### src/rtl/nios2_oci_dct_capture_pkg.sv
// rtl/nios2_oci_dct_capture_pkg.sv - shared types and width helpers for the DCT capture block
package nios2_oci_dct_capture_pkg;

   typedef enum logic [1:0] {
      ST_IDLE    = 2'd0,
      ST_CAPTURE = 2'd1,
      ST_DRAIN   = 2'd2,
      ST_DONE    = 2'd3
   } dct_state_t;

   // Width of a level counter that must represent 0..depth inclusive
   function automatic int lvl_w(input int depth);
      return $clog2(depth) + 1;
   endfunction

endpackage

### src/rtl/nios2_oci_dct_capture_if.sv
// rtl/nios2_oci_dct_capture_if.sv - valid/ready output stream carrying captured trace frames
interface nios2_oci_dct_capture_if #(
   parameter int DCT_W = 30,
   parameter int CNT_W = 4,
   parameter int SEQ_W = 8
);
   logic             out_valid;
   logic             out_ready;
   logic [DCT_W-1:0] out_data;
   logic [CNT_W-1:0] out_count;
   logic [SEQ_W-1:0] out_seq;

   modport master (output out_valid, out_data, out_count, out_seq, input out_ready);
   modport slave  (input out_valid, out_data, out_count, out_seq, output out_ready);
endinterface

### src/rtl/nios2_oci_dct_capture_fifo.sv
// rtl/nios2_oci_dct_capture_fifo.sv - synchronous FIFO with registered head, full/empty/level
module nios2_oci_dct_capture_fifo
   import nios2_oci_dct_capture_pkg::*;
#(
   parameter int WIDTH = 42,
   parameter int DEPTH = 16
) (
   input  logic                     clk,
   input  logic                     reset_n,
   input  logic                     push,
   input  logic                     pop,
   input  logic [WIDTH-1:0]         wdata,
   output logic [WIDTH-1:0]         head,
   output logic                     empty,
   output logic                     full,
   output logic [lvl_w(DEPTH)-1:0]  level
);
   localparam int AW = $clog2(DEPTH);
   localparam int LW = lvl_w(DEPTH);

   logic [WIDTH-1:0] mem [DEPTH];
   logic [AW-1:0]    wr_ptr;
   logic [AW-1:0]    rd_ptr;

   // Storage array; contents need no reset because the head is masked while empty
   always_ff @(posedge clk) begin
      if (push) mem[wr_ptr] <= wdata;
   end

   // Pointers and occupancy; caller only pushes when space exists or a pop frees a slot
   always_ff @(posedge clk or negedge reset_n) begin
      if (!reset_n) begin
         wr_ptr <= '0;
         rd_ptr <= '0;
         level  <= '0;
      end else begin
         if (push) wr_ptr <= wr_ptr + 1'b1;
         if (pop)  rd_ptr <= rd_ptr + 1'b1;
         level <= level + LW'(push) - LW'(pop);
      end
   end

   assign empty = (level == '0);
   assign full  = (level == LW'(DEPTH));
   assign head  = empty ? '0 : mem[rd_ptr];

endmodule

### src/rtl/nios2_oci_dct_capture.sv
// rtl/nios2_oci_dct_capture.sv - DCT trace capture: FSM, sequence tagging, overflow tracking
module nios2_oci_dct_capture
   import nios2_oci_dct_capture_pkg::*;
#(
   parameter int DCT_W = 30,
   parameter int CNT_W = 4,
   parameter int DEPTH = 16,
   parameter int SEQ_W = 8,
   parameter int OVF_W = 16
) (
   input  logic                     clk,
   input  logic                     reset_n,
   input  logic                     arm,
   input  logic                     dct_valid,
   input  logic [DCT_W-1:0]         dct_buffer,
   input  logic [CNT_W-1:0]         dct_count,
   input  logic                     test_ending,
   input  logic                     test_has_ended,
   nios2_oci_dct_capture_if.master  out_if,
   output logic [lvl_w(DEPTH)-1:0]  fill_level,
   output logic                     overflow,
   output logic [OVF_W-1:0]         overflow_cnt,
   output logic [1:0]               state,
   output logic                     done
);
   localparam int FW = DCT_W + CNT_W + SEQ_W;
   localparam int LW = lvl_w(DEPTH);

   dct_state_t       state_q;
   dct_state_t       state_d;
   logic [SEQ_W-1:0] seq_q;
   logic             accept_req;
   logic             push;
   logic             pop;
   logic             drop;
   logic             drained;
   logic             fifo_empty;
   logic             fifo_full;
   logic [FW-1:0]    head;

   // A full FIFO still takes a frame when the consumer frees a slot this same cycle
   assign pop        = out_if.out_valid && out_if.out_ready;
   assign accept_req = (state_q == ST_CAPTURE) && dct_valid && (dct_count != '0);
   assign push       = accept_req && (!fifo_full || pop);
   assign drop       = accept_req && fifo_full && !pop;
   assign drained    = fifo_empty || ((fill_level == LW'(1)) && pop);

   nios2_oci_dct_capture_fifo #(
      .WIDTH (FW),
      .DEPTH (DEPTH)
   ) u_fifo (
      .clk     (clk),
      .reset_n (reset_n),
      .push    (push),
      .pop     (pop),
      .wdata   ({dct_buffer, dct_count, seq_q}),
      .head    (head),
      .empty   (fifo_empty),
      .full    (fifo_full),
      .level   (fill_level)
   );

   assign out_if.out_valid = !fifo_empty && (state_q != ST_DONE);
   assign {out_if.out_data, out_if.out_count, out_if.out_seq} = head;
   assign state = state_q;

   // State register and registered done flag
   always_ff @(posedge clk or negedge reset_n) begin
      if (!reset_n) begin
         state_q <= ST_IDLE;
         done    <= 1'b0;
      end else begin
         state_q <= state_d;
         done    <= (state_d == ST_DONE);
      end
   end

   // Next-state: only the test_* handshake ends capture; arm merely starts it
   always_comb begin
      state_d = state_q;
      case (state_q)
         ST_IDLE: begin
            if (test_has_ended)               state_d = ST_DONE;
            else if (arm && !test_ending)     state_d = ST_CAPTURE;
         end
         ST_CAPTURE: begin
            if (test_ending || test_has_ended) state_d = ST_DRAIN;
         end
         ST_DRAIN: begin
            if (drained && test_has_ended)    state_d = ST_DONE;
         end
         default: state_d = ST_DONE;
      endcase
   end

   // Sequence tag advances only on frames that actually land in the FIFO
   always_ff @(posedge clk or negedge reset_n) begin
      if (!reset_n) seq_q <= '0;
      else if (push) seq_q <= seq_q + 1'b1;
   end

   // Sticky overflow flag and saturating drop counter
   always_ff @(posedge clk or negedge reset_n) begin
      if (!reset_n) begin
         overflow     <= 1'b0;
         overflow_cnt <= '0;
      end else if (drop) begin
         overflow <= 1'b1;
         if (overflow_cnt != '1) overflow_cnt <= overflow_cnt + 1'b1;
      end
   end

endmodule

### src/flat_wrapper.sv
// flat-port wrapper written by rule: the top's interface ports become plain ports
module nios2_oci_dct_capture_flat import nios2_oci_dct_capture_pkg::*;
#(
   parameter int DCT_W = 30,
   parameter int CNT_W = 4,
   parameter int DEPTH = 16,
   parameter int SEQ_W = 8,
   parameter int OVF_W = 16
)
  (clk, reset_n, arm, dct_valid, dct_buffer, dct_count, test_ending, test_has_ended, fill_level, overflow, overflow_cnt, state, done, out_if_out_valid, out_if_out_data, out_if_out_count, out_if_out_seq, out_if_out_ready);
  nios2_oci_dct_capture_if #(.DCT_W(DCT_W), .CNT_W(CNT_W), .SEQ_W(SEQ_W)) out_if_i ();
  input  logic clk;
  input  logic reset_n;
  input  logic arm;
  input  logic dct_valid;
  input  logic [DCT_W-1:0] dct_buffer;
  input  logic [CNT_W-1:0] dct_count;
  input  logic test_ending;
  input  logic test_has_ended;
  output logic [lvl_w(DEPTH)-1:0] fill_level;
  output logic overflow;
  output logic [OVF_W-1:0] overflow_cnt;
  output logic [1:0] state;
  output logic done;
  output wire logic [$bits(out_if_i.out_valid)-1:0] out_if_out_valid;
  output wire logic [$bits(out_if_i.out_data)-1:0] out_if_out_data;
  output wire logic [$bits(out_if_i.out_count)-1:0] out_if_out_count;
  output wire logic [$bits(out_if_i.out_seq)-1:0] out_if_out_seq;
  input wire logic [$bits(out_if_i.out_ready)-1:0] out_if_out_ready;
  assign out_if_out_valid = out_if_i.out_valid;
  assign out_if_out_data = out_if_i.out_data;
  assign out_if_out_count = out_if_i.out_count;
  assign out_if_out_seq = out_if_i.out_seq;
  assign out_if_i.out_ready = out_if_out_ready;
  nios2_oci_dct_capture #(.DCT_W(DCT_W), .CNT_W(CNT_W), .DEPTH(DEPTH), .SEQ_W(SEQ_W), .OVF_W(OVF_W)) u_core (.clk(clk), .reset_n(reset_n), .arm(arm), .dct_valid(dct_valid), .dct_buffer(dct_buffer), .dct_count(dct_count), .test_ending(test_ending), .test_has_ended(test_has_ended), .out_if(out_if_i), .fill_level(fill_level), .overflow(overflow), .overflow_cnt(overflow_cnt), .state(state), .done(done));
endmodule
### config.mk
export PLATFORM = sky130hd
export DESIGN_NAME = nios2_oci_dct_capture_flat
export DESIGN_NICKNAME = d
export VERILOG_FILES = /design/src/rtl/nios2_oci_dct_capture_pkg.sv /design/src/rtl/nios2_oci_dct_capture_if.sv /design/src/rtl/nios2_oci_dct_capture_fifo.sv /design/src/rtl/nios2_oci_dct_capture.sv /design/src/flat_wrapper.sv
export SDC_FILE = /design/constraint.sdc
export NUM_CORES = 1
export LEC_CHECK = 0
export CAP_MARGIN = 20
export CELL_PAD_IN_SITES_DETAIL_PLACEMENT = 0
export CELL_PAD_IN_SITES_GLOBAL_PLACEMENT = 1
export CORE_ASPECT_RATIO = 0.9
export CORE_MARGIN = 4
export CORE_UTILIZATION = 40
export CTS_BUF_LIST = sky130_fd_sc_hd__clkbuf_4 sky130_fd_sc_hd__clkbuf_8
export CTS_CLUSTER_SIZE = 16
export DETAILED_ROUTE_END_ITERATION = 12
export GPL_TIMING_DRIVEN = 0
export PLACE_DENSITY_LB_ADDON = 0.1
export REMOVE_ABC_BUFFERS = 1
export SLEW_MARGIN = 20
export SYNTH_ARGS = -nofsm -noshare
export SYNTH_HDL_FRONTEND = slang
export SYNTH_HIERARCHICAL = 1
export SYNTH_SLANG_ARGS = --single-unit
### constraint.sdc
create_clock -name clk -period 6.5 [get_ports clk]
set_input_delay 1.3 -clock clk [delete_from_list [all_inputs] [get_ports clk]]
set_output_delay 1.3 -clock clk [all_outputs]
set_load 0.02 [all_outputs]
==> impl_metrics.toml, run 1 <==
[outcome]
outcome = "completed"

[cts]
cts_hold_buf = 0
path_clk_slew_ns = 0.06
root_buffer = "clkbuf_8"
tritoncts = "built"
cts-resized-gates = 0
cts_buffers = 116
clock_path_buffers = 3
clock-sinks = 713
h-tree-depth = 3
postCtsSetupRepairBufs = 0
insertion_delay_ns = 0.74

[timing]
fmax_ghz = 0.1904
report.final.setup_viol = 0
fin_crit_sh = 0.8080
slew_violations = 0
rsz0062_at_grt = "no"
worst_slew_pin_slew_ns = 1.063
fin_crit_ns = 5.252
skew_ns = 0.03991
maxSlewHeadroom = 0.2910
hold_viol_final = 0

[pwr]
p_leak_uw = 0.01106
pwr_density_cell_nw_per_um2 = 390.7
power_frac_comb = 0.311
p_total_uw = 13190
p_int_uw = 9252
worst_ir_drop_vdd_v = 0.0002548
clkPwrFrac = 0.293
power.share.sequential = 0.396
p_sw_frac = 0.2986
switchingPower_uw = 3940

[min_path]
holdCritPathClass = "reg2reg"
hold_start = "u_core/overflow$_DFFE_PN0P_"

[logic_synthesis]
yosys.area.top_type = "edfxtp_1"
synthArstFlopShare = 0.05750
synth_edf_count = 672
synth_most_common_cell = "edfxtp_1"
syn_area_per_cell_sq_um = 22.23
netlist_area_sq_um = 27670
yosysWarnings = 6
synth_top_area_frac = 0.7292
seq_area_frac_synth = 0.7663
ys.flop_type = "edfxtp_1"
synth_seq_cells = 713
ys_top_cells_by_count = "672 x edfxtp_1, 168 x mux4_2, 42 x a22oi_1, 42 x mux2i_1, 42 x o31ai_1"
synth_area_leaders = "edfxtp_1 73%, mux4_2 14%, dfrtp_1 3.7%, mux2i_1 1.5%, a22oi_1 1.1%"
syn_inst = 1245
synth_cell_types = 53

[floorplan]
die_area_sq_um = 73460
ios = 109
die_w_microns = 285.2
start_util = 0.4037
core_area_sq_um = 68540
die_h_microns = 257.5
rows = 91

[placed_design]
place_hpwl_microns = 40830
place_area_sq_um = 31420
globalplace.congestion = 0.6653
portBuffers = 108

[final_layout]
fillers = 5657
fin_area_sq_um = 33770
nets = 1545
drive_above_1_share = 0.3079
syn2layout_area_growth_pct = 22.03

[critical_path]
critPathArrivalTime_ns = 3.95
crit_path_frequent_cell = "buf_16"
setup.worst_path.class = "reg2out"
worstSetupEndpointType = "output port"
required_ns = 5.20
worstPathMaxFanout = 41
path_cells = "buf_16 -> buf_16 -> nand2_1 -> nor2_4 -> buf_16 -> a22oi_1 -> o31ai_1 -> clkdlybuf4s50_1"
critPathSlowestCell = "clkdlybuf4s50_1"
critPathLaunch = "u_core/u_fifo/rd_ptr[3]$_DFFE_PN0P_"
crit_path_start_kind = "flip-flop"
r2r-start = "u_core/u_fifo/level[3]$_DFF_PN0_"
slowest_delay_ns = 0.76

[routing]
wl_per_cell_microns = 26.08
wl_microns = 65640
drt_iter0_markers = 972
via_count = 13454
drc = 0
viasPerCell = 5.345
first_pass_iters = 4
ant_nets = 0

[global_route]
antenna_found_initial = 2
grt_pass1_vias = 14419
grt_overflow_total = 0
grt_max_degree = 42
gr-usage-all-layers = 0.1800
grt_pass1_wl_microns = 96880

[flow_run]
cap_violations = 0
logic make-up after synthesis:
kind of cell / after synthesis / synth area share
flip-flops: 713 / 0.7663
AO/OA/AOI/OAI: 110 / 0.03247
XOR/XNOR: 32 / 0.01013
adder cells (fa/ha/maj): 14 / 0.006602
AND/OR/NAND/NOR: 77 / 0.01542
multiplexers: 213 / 0.1531
buffers and inverters: 86 / 0.01592
final cells by class:
class / instances / area [sq um] / share of cell area
antenna: 2 / 5.005 / 0.0001482
clock buffer: 170 / 2052 / 0.06077
clock inverter: 43 / 285.3 / 0.008448
inverter: 16 / 60.06 / 0.001779
multi-input combinational: 446 / 6161 / 0.1825
sequential: 713 / 21220 / 0.6284
tap: 930 / 1164 / 0.03446
timing repair buffer: 197 / 2820 / 0.08352
worst paths after layout:
check                                                      end  slack, ns  cells past startpoint
max in group asynchronous  u_core/u_fifo/rd_ptr[0]$_DFFE_PN0P_       5.46                      2
max                                          out_if_out_seq[7]       1.25                      8
min in group asynchronous     u_core/u_fifo/level[2]$_DFF_PN0_       0.52                      1
min reg2reg                        u_core/overflow$_DFFE_PN0P_       0.47                      1
min                                u_core/overflow$_DFFE_PN0P_       0.47                      1
max reg2reg                 u_core/u_fifo/mem[0][22]$_DFFE_PP_       2.54                     11
cell usage in the layout, fill, tap and decap left out, types with 6 or more instances in the layout:
| cell | synthesis | layout |
|---|---|---|
| edfxtp_1 | 672 | 672 |
| mux4_2 | 168 | 168 |
| clkbuf_8 | 0 | 124 |
| clkdlybuf4s50_1 | 0 | 107 |
| buf_16 | 0 | 47 |
| clkbuf_4 | 0 | 46 |
| a22oi_1 | 42 | 42 |
| o31ai_1 | 42 | 42 |
| mux2i_1 | 42 | 42 |
| dfrtp_1 | 41 | 37 |
| xnor2_1 | 26 | 26 |
| clkinv_1 | 0 | 22 |
| nand2_1 | 17 | 17 |
| buf_4 | 6 | 17 |
| inv_1 | 16 | 16 |
| nor2_4 | 0 | 15 |
| ha_1 | 13 | 13 |
| clkinv_2 | 0 | 11 |
| buf_2 | 21 | 11 |
| buf_12 | 1 | 11 |
| nand4_1 | 8 | 8 |
| o2111ai_1 | 7 | 7 |
| nand2b_1 | 6 | 6 |
| xor2_1 | 6 | 6 |
worst max-delay path: cells and delay by family, from the launching register on:
kind / cells / cell delay (ns)
and+or+nand+nor: 2 / 0.68
buffers and inverters: 4 / 1.61
AOI/OAI and AO/OA: 2 / 0.32
DFF: 1 / 0.61
stage by stage:
step	worst slack, ns	hold WS, ns	TNS, ns	util	instances
after global routing	1.053	0.4864	0	0.4926	2517
after floorplan	-2.689	0.5117	-123.97	-	1175
after global placement	-26.35	0.4481	-7442.08	0.4309	2213
after CTS	1.094	0.4616	0	0.4925	2514
final	1.248	0.4724	0	0.4926	2517
after detailed placement	0.6881	0.4531	0	0.4584	2301
sequential cells by signal (all words and copies together) (netlist names), 2 cells and up:
name                  count
u_core/seq_q              8
u_core/u_fifo/rd_ptr      4
u_core/state              2
u_core/u_fifo/level       5
u_core/u_fifo/mem       672
u_core/overflow_cnt      16
u_core/u_fifo/wr_ptr      4
layer usage:
layer / wire, microns / up-vias / GRT usage
li1: - / 5777 / -
met1: 30490 / 7245 / 0.2647
met2: 30880 / 343 / 0.2796
met3: 3145 / 89 / 0.03490
met4: 1115 / 0 / 0.04464
met5: 0 / - / 0
power by group through the flow:
stage | combinational, uW | sequential [uW] | clock (uW)
detailed placement | 4200 | 5320 | 0
finish | 4100 | 5220 | 3870
global route | 4400 | 5240 | 4210
floorplan | 2560 | 5650 | 0
global placement | 3690 | 5880 | 0
CTS | 4210 | 5230 | 3990
Power figures use the tool's default switching activity.
==> run 2: changes to the inputs <==
==> constraint.sdc (replaced) <==
create_clock -name clk -period 5.5 [get_ports clk]
set_input_delay 1.1 -clock clk [delete_from_list [all_inputs] [get_ports clk]]
set_output_delay 1.1 -clock clk [all_outputs]
set_load 0.02 [all_outputs]
==> results of run 2 <==
The final DEF is identical to that of run 1. Status: completed.
Main changes from that run: setup slack after placement 0.6881 ns -> -0.1119 ns; setup slack after layout 1.248 ns -> 0.4479 ns; hold slack 0.4724 ns -> 0.3152 ns; register-to-register setup slack 2.54 ns -> 1.54 ns; total power 13190 uW -> 15550 uW; worst IR drop on VDD 0.0002548 V -> 0.0003012 V
==> run 3: changes to the inputs <==
--- a/config.mk
+++ b/config.mk
@@ -11,7 +11,7 @@
 export CORE_ASPECT_RATIO = 0.9
 export CORE_MARGIN = 4
 export CORE_UTILIZATION = 40
-export CTS_BUF_LIST = sky130_fd_sc_hd__clkbuf_4 sky130_fd_sc_hd__clkbuf_8
+export CTS_BUF_LIST = sky130_fd_sc_hd__clkbuf_4 sky130_fd_sc_hd__clkbuf_8 sky130_fd_sc_hd__clkbuf_16
 export CTS_CLUSTER_SIZE = 16
 export DETAILED_ROUTE_END_ITERATION = 12
 export GPL_TIMING_DRIVEN = 0
==> impl_metrics.toml, run 3 (synthesized netlist as in run 1, its figures left out) <==
[placed_design]
globalplace.congestion = 0.6653
place_hpwl_microns = 40830
dpl_worst_slack_ns = -0.1119
portBuffers = 108
placed_cells = 2301

[floorplan]
die_h_microns = 257.5
rows = 91
die_w_microns = 285.2
start_util = 0.4037
die_area_sq_um = 73460
core_area_sq_um = 68540
ios = 109

[critical_path]
critPathArrivalTime_ns = 3.87
crit_path_start_kind = "flip-flop"
worstPathMaxFanout = 10
setup.worst_path.class = "reg2out"
required_ns = 4.40
worstSetupEndpointType = "output port"

[timing]
hold_viol_final = 0
fmax_ghz = 0.2010
skew_ns = 0.02267
tns_ns = 0
report.final.setup_viol = 0
fin_crit_ns = 4.975
setup_ws_ns = 0.5251
maxSlewHeadroom = 0.2771
fin_crit_sh = 0.9045
slew_violations = 0
rsz0062_at_grt = "no"
worst_slew_pin_slew_ns = 1.084

[final_layout]
drive_above_1_share = 0.2779
fillers = 5582
largest_register_ffs = 672
fin_cells = 2434
top_register = "u_core/u_fifo/mem"
mostFrequentLayoutCells = "672 x edfxtp_1, 168 x mux4_2, 107 x clkdlybuf4s50_1"
syn2layout_area_growth_pct = 22.35
diodes = 0
layout_commonest_cell = "edfxtp_1"
top_regs = "u_core/u_fifo/mem x672, u_core/overflow_cnt x16, u_core/seq_q x8"
nets = 1505

[min_path]
holdCritPathClass = "in2async"

[global_route]
grt_overflow_total = 0
gr-usage-all-layers = 0.1786
grt_pass1_vias = 14023
grt_pass1_wl_microns = 95910
antenna_found_initial = 0
grt_max_degree = 42

[routing]
wl_met3_microns = 2555
wl_microns = 64810
viasPerCell = 5.456
drt_iter0_markers = 1060
via_count = 13279
wl_per_cell_microns = 26.63
wl_met1_microns = 30580
highest-signal-layer = "met4"
first_pass_iters = 5
drc = 0
ant_nets = 0
wl_met2_microns = 30480

[pwr]
p_leak_uw = 0.01103
worst_ir_drop_vdd_v = 0.0002925
p_total_uw = 15940
pwr_density_cell_nw_per_um2 = 470.7

[cts]
cts-resized-gates = 0
root_buffer = "clkbuf_16"
tritoncts = "built"
clock_path_buffers = 3
cts_buffers = 76
cts_hold_buf = 0
h-tree-depth = 3
clock-sinks = 713
postCtsSetupRepairBufs = 0
path_clk_slew_ns = 0.05
insertion_delay_ns = 0.62

[outcome]
outcome = "completed"

[flow_run]
cap_violations = 0
==> run 3: cell count changes in the layout (fill, tap and decap cells not counted) <==
cell	previous run	this run
bufinv_16	2	3
clkbuf_16	0	80
clkbuf_4	46	23
clkbuf_8	124	2
clkinv_1	22	11
clkinv_2	11	9
clkinv_8	0	1
clkinvlp_4	2	1
diode_2	2	0
inv_12	2	0
inv_16	0	1
inv_6	2	1
inv_8	2	0
==> run 3: worst paths after layout <==
path | from | end | slack, ns | cells past startpoint
worst min register to register | u_core/overflow$_DFFE_PN0P_ | u_core/overflow$_DFFE_PN0P_ | 0.47 | 1
worst max register to register | u_core/u_fifo/level[3]$_DFF_PN0_ | u_core/u_fifo/mem[0][32]$_DFFE_PP_ | 1.54 | 11
max in group asynchronous | reset_n | u_core/u_fifo/rd_ptr[0]$_DFFE_PN0P_ | 4.56 | 2
worst min-delay path | reset_n | u_core/u_fifo/level[2]$_DFF_PN0_ | 0.42 | 1
min in group clk | u_core/overflow$_DFFE_PN0P_ | u_core/overflow$_DFFE_PN0P_ | 0.47 | 1
worst max-delay path | u_core/u_fifo/level[3]$_DFF_PN0_ | out_if_out_seq[5] | 0.53 | 11
==> run 3: where the power goes <==
group          switching (uW)  total [uW]  internal, uW
logic                    2390        4820          2430
registers                 190        6170          5980
clock network            2000        4940          2940
total                    4580       15900         11400
==> run 3: per-stage QoR <==
| step | utilization | hold slack [ns] | area (sq um) |
|---|---|---|---|
| detailed placement | 0.4584 | 0.4531 | 31420 |
| global placement | 0.4309 | 0.4481 | 29540 |
| finish | 0.4939 | 0.4217 | 33860 |
| CTS | 0.4938 | 0.3989 | 33850 |
| floorplan | - | 0.5117 | 27290 |
| global route | 0.4939 | 0.4220 | 33860 |
==> run 3: final cells by class <==
class                   instances  area, sq um  share of cell area
clock buffers                 105         2202             0.06504
clock inverters                27        229.0            0.006763
inverters                      16        60.06            0.001774
multi-input cells             446         6161              0.1820
flip-flops and latches        713        21220              0.6268
well taps                     930         1164             0.03437
repair buffers                197         2820             0.08330
==> run 3: routing by layer <==
layer	vias to the layer above	global-route usage
met5	-	0
li1	5683	-
met1	7215	0.2657
met2	290	0.2771
met3	91	0.03171
met4	0	0.04283
==> run 3: critical path: stages, from the launching register on <==
cell             delay [ns]
dfrtp_1                0.41
inv_1                  0.09
ha_1                   0.20
nor4b_2                0.19
buf_4                  0.19
buf_2                  0.18
nor3b_4                0.63
buf_16                 0.23
buf_6                  0.20
a22oi_1                0.10
o31ai_1                0.13
clkdlybuf4s50_1        0.71
